$ cat config.mk
export PLATFORM = sky130hd
export DESIGN_NAME = rc4_stream_encryptor
export DESIGN_NICKNAME = d
export VERILOG_FILES = /design/src/rtl/rc4_pkg.sv /design/src/rtl/rc4_stream_encryptor.sv
export SDC_FILE = /design/constraint.sdc
export NUM_CORES = 1
export LEC_CHECK = 0
export BUFFER_PORTS_ARGS = -buffer_cell sky130_fd_sc_hd__buf_4
export CORE_UTILIZATION = 41
export DETAILED_ROUTE_END_ITERATION = 12
export HOLD_SLACK_MARGIN = 0.08
export PLACE_DENSITY_LB_ADDON = 0.25
export SLEW_MARGIN = 40
export SYNTH_ARGS = -nofsm -noshare
export SYNTH_HDL_FRONTEND = slang
export SYNTH_SLANG_ARGS = --single-unit
$ cat constraint.sdc
create_clock -name CLOCK_50 -period 3.5 [get_ports CLOCK_50]
set_input_delay 0 -clock CLOCK_50 [delete_from_list [all_inputs] [get_ports CLOCK_50]]
set_output_delay 0 -clock CLOCK_50 [all_outputs]
set_load 0.02 [all_outputs]
$ cat src/rtl/rc4_pkg.sv
// Shared types and helpers for the RC4 stream encryptor: FSM states, S-box size
// and key-byte selection.
package rc4_pkg;

  localparam int unsigned S_SIZE    = 256;
  localparam int unsigned KEY_BYTES = 3;
  localparam int unsigned KEY_BITS  = 8 * KEY_BYTES;
  localparam int unsigned CNT_W     = 9;

  typedef enum logic [4:0] {
    IDLE,
    FILL,
    K_RD_SI,
    K_WAIT_SI,
    K_RD_SJ,
    K_WAIT_SJ,
    K_WR_SI,
    K_WR_SJ,
    P_WAIT_PT,
    P_RD_SI,
    P_WAIT_SI,
    P_RD_SJ,
    P_WAIT_SJ,
    P_WR_SI,
    P_WR_SJ,
    P_RD_K,
    P_WAIT_K,
    P_XOR,
    P_OUT
  } state_e;

  // Key byte 0 is the most significant byte of the key word.
  function automatic logic [7:0] keybyte(input logic [KEY_BITS-1:0] key,
                                         input logic [1:0]          idx);
    logic [7:0] kb;
    kb = 8'h00;
    for (int unsigned k = 0; k < KEY_BYTES; k++) begin
      if (idx == 2'(k)) kb = key[KEY_BITS-1-8*k -: 8];
    end
    return kb;
  endfunction

endpackage

$ cat src/rtl/rc4_stream_encryptor.sv
// RC4 encryptor: fills and key-schedules an external 256x8 S memory, then runs the
// PRGA and XORs each accepted plaintext byte with the keystream.
module rc4_stream_encryptor
  import rc4_pkg::*;
#(
  parameter int unsigned KEY_LENGTH = 3,
  parameter int unsigned MSG_LENGTH = 32
) (
  input  logic                CLOCK_50,
  input  logic                reset,
  input  logic                start,
  input  logic [KEY_BITS-1:0] secret_key,
  input  logic                pt_valid,
  input  logic [7:0]          pt_data,
  output logic                pt_ready,
  output logic                ct_valid,
  output logic [7:0]          ct_data,
  input  logic                ct_ready,
  output logic                busy,
  output logic                done,
  output logic [7:0]          s_address,
  output logic [7:0]          s_data,
  output logic                s_wren,
  input  logic [7:0]          s_q
);

  state_e              state_q, state_d;
  logic [KEY_BITS-1:0] key_q, key_d;
  logic [7:0]          i_q, i_d, j_q, j_d, si_q, si_d, sj_q, sj_d, pt_q, pt_d;
  logic [1:0]          kidx_q, kidx_d;
  logic [CNT_W-1:0]    cnt_q, cnt_d;
  logic                pt_ready_q, pt_ready_d, ct_valid_q, ct_valid_d;
  logic                busy_q, busy_d, done_q, done_d, s_wren_q, s_wren_d;
  logic [7:0]          ct_data_q, ct_data_d, s_address_q, s_address_d, s_data_q, s_data_d;
  logic [7:0]          j_nxt;

  always_ff @(posedge CLOCK_50) begin
    if (reset) begin
      state_q     <= IDLE;
      key_q       <= '0;
      i_q         <= '0;
      j_q         <= '0;
      si_q        <= '0;
      sj_q        <= '0;
      pt_q        <= '0;
      kidx_q      <= '0;
      cnt_q       <= '0;
      pt_ready_q  <= 1'b0;
      ct_valid_q  <= 1'b0;
      ct_data_q   <= '0;
      busy_q      <= 1'b0;
      done_q      <= 1'b0;
      s_address_q <= '0;
      s_data_q    <= '0;
      s_wren_q    <= 1'b0;
    end else begin
      state_q     <= state_d;
      key_q       <= key_d;
      i_q         <= i_d;
      j_q         <= j_d;
      si_q        <= si_d;
      sj_q        <= sj_d;
      pt_q        <= pt_d;
      kidx_q      <= kidx_d;
      cnt_q       <= cnt_d;
      pt_ready_q  <= pt_ready_d;
      ct_valid_q  <= ct_valid_d;
      ct_data_q   <= ct_data_d;
      busy_q      <= busy_d;
      done_q      <= done_d;
      s_address_q <= s_address_d;
      s_data_q    <= s_data_d;
      s_wren_q    <= s_wren_d;
    end
  end

  // Memory reads land one cycle after the registered address, hence each WAIT state.
  always_comb begin
    state_d     = state_q;
    key_d       = key_q;
    i_d         = i_q;
    j_d         = j_q;
    si_d        = si_q;
    sj_d        = sj_q;
    pt_d        = pt_q;
    kidx_d      = kidx_q;
    cnt_d       = cnt_q;
    pt_ready_d  = 1'b0;
    ct_valid_d  = ct_valid_q;
    ct_data_d   = ct_data_q;
    busy_d      = busy_q;
    done_d      = 1'b0;
    s_address_d = s_address_q;
    s_data_d    = s_data_q;
    s_wren_d    = 1'b0;
    j_nxt       = j_q;

    unique case (state_q)
      IDLE: begin
        if (start) begin
          key_d   = secret_key;
          busy_d  = 1'b1;
          cnt_d   = '0;
          state_d = FILL;
        end
      end
      FILL: begin
        s_address_d = cnt_q[7:0];
        s_data_d    = cnt_q[7:0];
        s_wren_d    = 1'b1;
        cnt_d       = cnt_q + 1'b1;
        if (cnt_q == CNT_W'(S_SIZE - 1)) begin
          i_d     = '0;
          j_d     = '0;
          kidx_d  = '0;
          cnt_d   = '0;
          state_d = K_RD_SI;
        end
      end
      K_RD_SI: begin
        s_address_d = i_q;
        state_d     = K_WAIT_SI;
      end
      K_WAIT_SI: state_d = K_RD_SJ;
      K_RD_SJ: begin
        j_nxt       = j_q + s_q + keybyte(key_q, kidx_q);
        si_d        = s_q;
        j_d         = j_nxt;
        s_address_d = j_nxt;
        state_d     = K_WAIT_SJ;
      end
      K_WAIT_SJ: state_d = K_WR_SI;
      K_WR_SI: begin
        sj_d        = s_q;
        s_address_d = i_q;
        s_data_d    = s_q;
        s_wren_d    = 1'b1;
        state_d     = K_WR_SJ;
      end
      K_WR_SJ: begin
        s_address_d = j_q;
        s_data_d    = si_q;
        s_wren_d    = 1'b1;
        i_d         = i_q + 8'd1;
        kidx_d      = (kidx_q == 2'(KEY_LENGTH - 1)) ? 2'd0 : kidx_q + 2'd1;
        cnt_d       = cnt_q + 1'b1;
        state_d     = K_RD_SI;
        if (cnt_q == CNT_W'(S_SIZE - 1)) begin
          i_d        = '0;
          j_d        = '0;
          cnt_d      = '0;
          pt_ready_d = 1'b1;
          state_d    = P_WAIT_PT;
        end
      end
      P_WAIT_PT: begin
        pt_ready_d = 1'b1;
        if (pt_valid && pt_ready_q) begin
          pt_d       = pt_data;
          pt_ready_d = 1'b0;
          state_d    = P_RD_SI;
        end
      end
      P_RD_SI: begin
        i_d         = i_q + 8'd1;
        s_address_d = i_q + 8'd1;
        state_d     = P_WAIT_SI;
      end
      P_WAIT_SI: state_d = P_RD_SJ;
      P_RD_SJ: begin
        j_nxt       = j_q + s_q;
        si_d        = s_q;
        j_d         = j_nxt;
        s_address_d = j_nxt;
        state_d     = P_WAIT_SJ;
      end
      P_WAIT_SJ: state_d = P_WR_SI;
      P_WR_SI: begin
        sj_d        = s_q;
        s_address_d = i_q;
        s_data_d    = s_q;
        s_wren_d    = 1'b1;
        state_d     = P_WR_SJ;
      end
      P_WR_SJ: begin
        s_address_d = j_q;
        s_data_d    = si_q;
        s_wren_d    = 1'b1;
        state_d     = P_RD_K;
      end
      P_RD_K: begin
        s_address_d = si_q + sj_q;
        state_d     = P_WAIT_K;
      end
      P_WAIT_K: state_d = P_XOR;
      P_XOR: begin
        ct_data_d  = s_q ^ pt_q;
        ct_valid_d = 1'b1;
        state_d    = P_OUT;
      end
      P_OUT: begin
        if (ct_ready) begin
          ct_valid_d = 1'b0;
          cnt_d      = cnt_q + 1'b1;
          if (cnt_q == CNT_W'(MSG_LENGTH - 1)) begin
            done_d  = 1'b1;
            busy_d  = 1'b0;
            state_d = IDLE;
          end else begin
            pt_ready_d = 1'b1;
            state_d    = P_WAIT_PT;
          end
        end
      end
      default: state_d = IDLE;
    endcase
  end

  assign pt_ready  = pt_ready_q;
  assign ct_valid  = ct_valid_q;
  assign ct_data   = ct_data_q;
  assign busy      = busy_q;
  assign done      = done_q;
  assign s_address = s_address_q;
  assign s_data    = s_data_q;
  assign s_wren    = s_wren_q;

endmodule

Word level (Yosys, flattened, before mapping)
Index checks and enable logic that the tools add are counted.

operators by class
  $add $sub $neg = 6
  bitwise operators = 3
  reductions and logical operators = 27
  muxes and demuxes = 37
  eq/ne operators = 28

operators by type and width
  kind                                            count
  case mux 5 bit (19 select lines)                1
  case mux 8 bit (3 select lines)                 3
  case mux 8 bit (7 select lines)                 1
  2-to-1 mux 8 bit                                6
  == test 5 x 4 -> 1 bit (second input constant)  8
  2-to-1 mux 9 bit                                3
  case mux 9 bit (3 select lines)                 1
  adder 8 bit                                     3
  == test 5 x 3 -> 1 bit (second input constant)  4
  2-to-1 mux 5 bit                                4
  == test 5 bit (second input constant)           3
  AND reduction 2 bit                             6
  nonzero test 3 bit                              4
  == test 5 x 2 -> 1 bit (second input constant)  2
  2-to-1 mux 1 bit                                10
  inequality test 2 bit (second input constant)   5
  adder 9 x 1 -> 9 bit (second input constant)    1
  == test 9 x 5 -> 1 bit (second input constant)  1
  == test 9 x 8 -> 1 bit (second input constant)  1
  adder 8 x 1 -> 8 bit (second input constant)    1
  2-to-1 mux 4 bit                                2
  AND reduction 4 bit                             2
  OR reduction 2 bit                              4
  XOR 8 bit                                       1
  18 further kinds                                24

word-level totals
  output and inout port bits = 29
  register bits = 109
  input bits = 45
  logic and storage cells = 118

Logic depth before layout (Yosys ltp)
  depth after elaboration = 7
  depth in mapped cells = 14
  mapped depth without buffers = 14

Least setup slack after synthesis
No wires, ideal clock.

  kind = register to register
  start = reg j_q[0]
  end = reg s_address_q[7] (netlist: s_address[7])
  arrival time = 3.009 ns
  required time = 3.405 ns
  cell stages (with the launch flop) = 14
  period minus slack after synthesis = 3.104 ns
  slack = 0.396 ns
  library setup time = 0.095 ns
  path through = dfxtp_1 ha_1 fa_1 a211oi_1 o21bai_1 a21oi_1 xnor2_1 ha_1 or4_1 o22ai_1 xnor2_1 xnor2_1 nand2_1 a221oi_1

between the ends
  cells in the longest elaborated chain, start to end = 3

ends and longest elaborated chain
  element                            RTL line                                                  RTL
  from (decl)                        rc4_stream_encryptor.sv:29                                logic [7:0] i_q, i_d, j_q, j_d, si_q, si_d, sj_q, sj_d, pt_q, pt_d;
  from (signal assigned)             rc4_stream_encryptor.sv:60                                j_q <= j_d;
  adder 8 bit *                      rc4_stream_encryptor.sv:126, rc4_stream_encryptor.sv:171
  adder 8 bit                        rc4_stream_encryptor.sv:126                               j_nxt = j_q + s_q + keybyte(key_q, kidx_q);
  case mux 8 bit (7 select lines) *  rc4_stream_encryptor.sv:98                                unique case (state_q)
  to (signal assigned)               rc4_stream_encryptor.sv:71                                s_address_q <= s_address_d;
  to (decl)                          rc4_stream_encryptor.sv:34                                logic [7:0] ct_data_q, ct_data_d, s_address_q, s_address_d, s_data_q, s_data_d;

Mark *: on every way between the ends. The rest lies on a longest branch, timed or not.
A chain may end at the register's enable or synchronous reset.

Final worst setup path
  start = in s_q[0]
  end = reg s_address_q[7] (netlist: s_address[7])

between the ends
  cells in the longest elaborated chain, start to end = 3

ends and longest elaborated chain
  element                            RTL line                                                  RTL
  from (decl)                        rc4_stream_encryptor.sv:24                                input logic [7:0] s_q
  adder 8 bit *                      rc4_stream_encryptor.sv:126, rc4_stream_encryptor.sv:171
  adder 8 bit                        rc4_stream_encryptor.sv:126
  case mux 8 bit (7 select lines) *  rc4_stream_encryptor.sv:98

Marks and branches as above.

==> out/summary.log <==
qor: sta.worst_pin_slew 0.776 ns
qor: placed_design.io_buffers 73
qor: floorplan.die_width 123 um
qor: yosys.synth_largest_type_area_fraction 36.4%
qor: global_route.grt_pass1_wl 26.9 mm
qor: yosys.synth_flop_cell sky130_fd_sc_hd__dfxtp_1
qor: sta.number_of_max_slew_violations_in_the_final_report 0
qor: yosys.synth_enable_flop_cells 0
qor: cells_and_area.final_util 52.7%
qor: placed_design.pre_cts_ws 0.207 ns
qor: floorplan.placeableCoreArea 14,000 sq um
qor: yosys.yosysWarnings 0
qor: power.cell_leakage_power 2.85 nW
qor: sta.finClkSkew 0.00683 ns
qor: critical_path.worst-path-max-fanout 5
qor: global_route.pin_count_of_the_biggest_net_entering_global_routing 103
qor: critical_path.cp_data_arrival_time 3.51 ns
qor: cells_and_area.number_of_nets_in_the_finished_design 891
qor: floorplan.pin_count 74
qor: sta.final.setup.worst_slack 0.259 ns
qor: drt.routed_wire_length_per_instance 16.9 um
qor: drt.drt_iter0_markers 426
qor: drt.detail_route.vias_per_cell 5.61
qor: clock_network.clk_pin_slew 0.08 ns
qor: floorplan.die_h 123 um
qor: sta.tns 0 ns
qor: critical_path.setup.worst_path.end_class flip-flop
qor: yosys.netlist.top_cell.by_area sky130_fd_sc_hd__dfxtp_1
qor: global_route.groute.usage.overall 23.4%
qor: yosys.ys_top_cells_by_count 109 x sky130_fd_sc_hd__dfxtp_1, 92 x sky130_fd_sc_hd__nand2_1, 92 x sky130_fd_sc_hd__nor2_1
qor: critical_path.timing.critical_path.required 3.77 ns
qor: floorplan.initial_core_util 42.7%
qor: sta.grt_setup_unrepaired false
qor: yosys.netlist_instances 728
qor: clock_network.number_of_buffers_added_by_the_clock_tree_synthesis_step 9
qor: placed_design.dp.final_hpwl 12.1 mm
qor: yosys.synth.most_common_cell sky130_fd_sc_hd__dfxtp_1
qor: sta.timing_hold_violations_final 0
qor: job.timing.max_cap.violations 0
qor: cells_and_area.diodes 0
qor: critical_path.timing_worst_setup_path_type in -> reg
qor: drt.detailroute.via_count 5,631
qor: drt.route.antenna.remaining_nets 0
qor: cells_and_area.finalNonFillerCells 1,003
qor: run_status.status completed
qor: clock_network.worst_skew_pair.late_latency 0.36 ns
qor: clock_network.clock_path_buffers 2
qor: clock_network.htree_levels 3
qor: power.ir_drop 289 uV
qor: placed_design.place.detailed.instances 945
qor: min_path.timing.hold.worst.class in -> reg
qor: clock_network.tritoncts yes
qor: drt.drc 0
qor: floorplan.die_area 15,100 sq um
qor: yosys.yosys.cell_types.count 62
qor: cells_and_area.flow.area_growth_from_synthesis 23.6%
qor: global_route.grt_antenna_before_repair 0
qor: power.fin_total_pwr 3.66 mW
qor: yosys.synth_async_reset_ratio 0%
qor: power.power_density 494 nW/um^2
qor: clock_network.clock_sink_count 109
qor: clock_network.clock_tree.root_cell sky130_fd_sc_hd__clkbuf_16
qor: sta.finalWorstPathRequiredPeriod 3.24 ns
qor: yosys.ys_ff_latch 109
qor: sta.achievable-frequency 309 MHz
qor: floorplan.core.rowCount 43
qor: yosys.synth_seq_area_share 36.4%
qor: drt.drt_wl_total 17.0 mm
qor: global_route.first_global_vias 5,290
qor: placed_design.gpl.final_weighted_congestion 0.916
qor: cells_and_area.drive_above_1_share 14.8%
qor: yosys.synth_area_per_cell 8.23 sq um
qor: global_route.sum_of_overflow_across_all_layers_after_global_routing 0
qor: yosys.synth.net_count 801
qor: sta.fin_crit_sh 92.6%
qor: critical_path.regToRegSetupSlack 0.28 ns
qor: sta.final_setup_violation_count 0
qor: drt.first_pass_iters 5
qor: yosys.post_synth_instance_area 5990 sq um
qor: yosys.top_cells_by_area_in_the_synthesized_netlist sky130_fd_sc_hd__dfxtp_1 36%, sky130_fd_sc_hd__nand2_1 5.8%, sky130_fd_sc_hd__nor2_1 5.8%
qor: critical_path.critical_path.startpoint_type input pin
qor: sta.max_slew_margin 48.3%
==> critical path: stages <==
cell	delay [ns]
sky130_fd_sc_hd__dlygate4sd3_1	0.53
sky130_fd_sc_hd__buf_4	0.16
sky130_fd_sc_hd__ha_1	0.23
sky130_fd_sc_hd__fa_2	0.39
sky130_fd_sc_hd__a211oi_2	0.23
sky130_fd_sc_hd__o21bai_1	0.10
sky130_fd_sc_hd__a21oi_1	0.19
sky130_fd_sc_hd__xnor2_1	0.12
sky130_fd_sc_hd__ha_1	0.23
sky130_fd_sc_hd__or4_1	0.53
sky130_fd_sc_hd__o22ai_2	0.15
sky130_fd_sc_hd__xnor2_2	0.16
sky130_fd_sc_hd__xnor2_1	0.14
sky130_fd_sc_hd__nand2_1	0.07
sky130_fd_sc_hd__a221oi_1	0.28
==> final cells by class <==
class	count	area, sq um
well taps	180	225
multi-input cells	559	3570
clock buffers	11	253
clock inverters	5	87.6
flip-flops and latches	109	2180
fillers	1317	6640
repair buffers	122	1020
inverters	17	68.8
==> timing repair <==
| item | CTS | global route |
|---|---|---|
| hold endpoints to repair | 60 | 0 |
| hold buffers | 42 | 0 |
| setup endpoints to repair | 0 | 2 |
| gates resized for setup | 0 | 4 |
| buffers inserted | 0 | 0 |
==> kinds of logic after synthesis <==
family                   synth area share [%]
AND/OR/NAND/NOR                          19.5
AO/OA/AOI/OAI                            21.3
flip-flops                               36.4
buffers and inverters                    4.53
XOR/XNOR                                 5.85
multiplexers                             6.24
adder cells (fa/ha/maj)                  6.22
==> cell usage in the layout (no fill, tap or decap), drive strengths merged, types with 4 or more instances in the layout <==
master	netlist	routed
dfxtp	109	109
nor2	96	96
nand2	92	92
buf	14	80
a21oi	65	65
dlygate4sd3	0	42
o21ai	38	38
mux2i	34	34
xnor2	26	26
ha	25	25
a211oi	21	21
inv	16	18
a22oi	16	16
xor2	14	14
nand3	11	11
nor3	11	11
clkbuf	29	11
and2	8	8
a31oi	8	8
a21o	7	7
o21a	6	6
or3	6	6
a221oi	6	6
nor2b	5	5
o21bai	5	5
a311oi	5	5
nand4	5	5
nor3b	4	4
and3	4	4
==> flip-flops by register name (all words and copies together) (netlist names), 2 cells and up <==
signal / count
sj_q: 8
s_data: 8
key_q: 24
pt_q: 8
state_q: 5
i_q: 8
j_q: 8
kidx_q: 2
cnt_q: 9
s_address: 8
ct_data: 8
si_q: 8
==> layer usage <==
metal | GRT usage, % | wire length [um] | up-vias
li1 | - | - | 2758
met1 | 30.9 | 7860 | 2660
met2 | 38.4 | 7930 | 185
met3 | 3.72 | 873 | 28
met4 | 8.00 | 337 | 0
met5 | 0 | 0 | -
==> power breakdown <==
part	internal, mW	switching, mW
clock network	0.675	0.501
logic	0.423	0.585
registers	1.36	0.117
total	2.45	1.20
==> metrics by stage <==
stage	hold WS, ns	instance area (sq um)
after floorplan	0.136	5990
after detailed placement	0.251	6620
after global placement	0.238	6610
after global routing	0.178	7410
final	0.151	7410
after CTS	0.146	7380
==> final timing paths <==
| path | start | endpoint | depth (start not counted) |
|---|---|---|---|
| setup / recovery | s_q[0] | s_address[7] | 15 |
| hold / removal | reset | pt_q[5] | 2 |
| setup reg to reg | j_q[0] | s_address[7] | 13 |
| hold reg to reg | key_q[7] | key_q[7] | 2 |
Power figures use the tool's default switching activity.
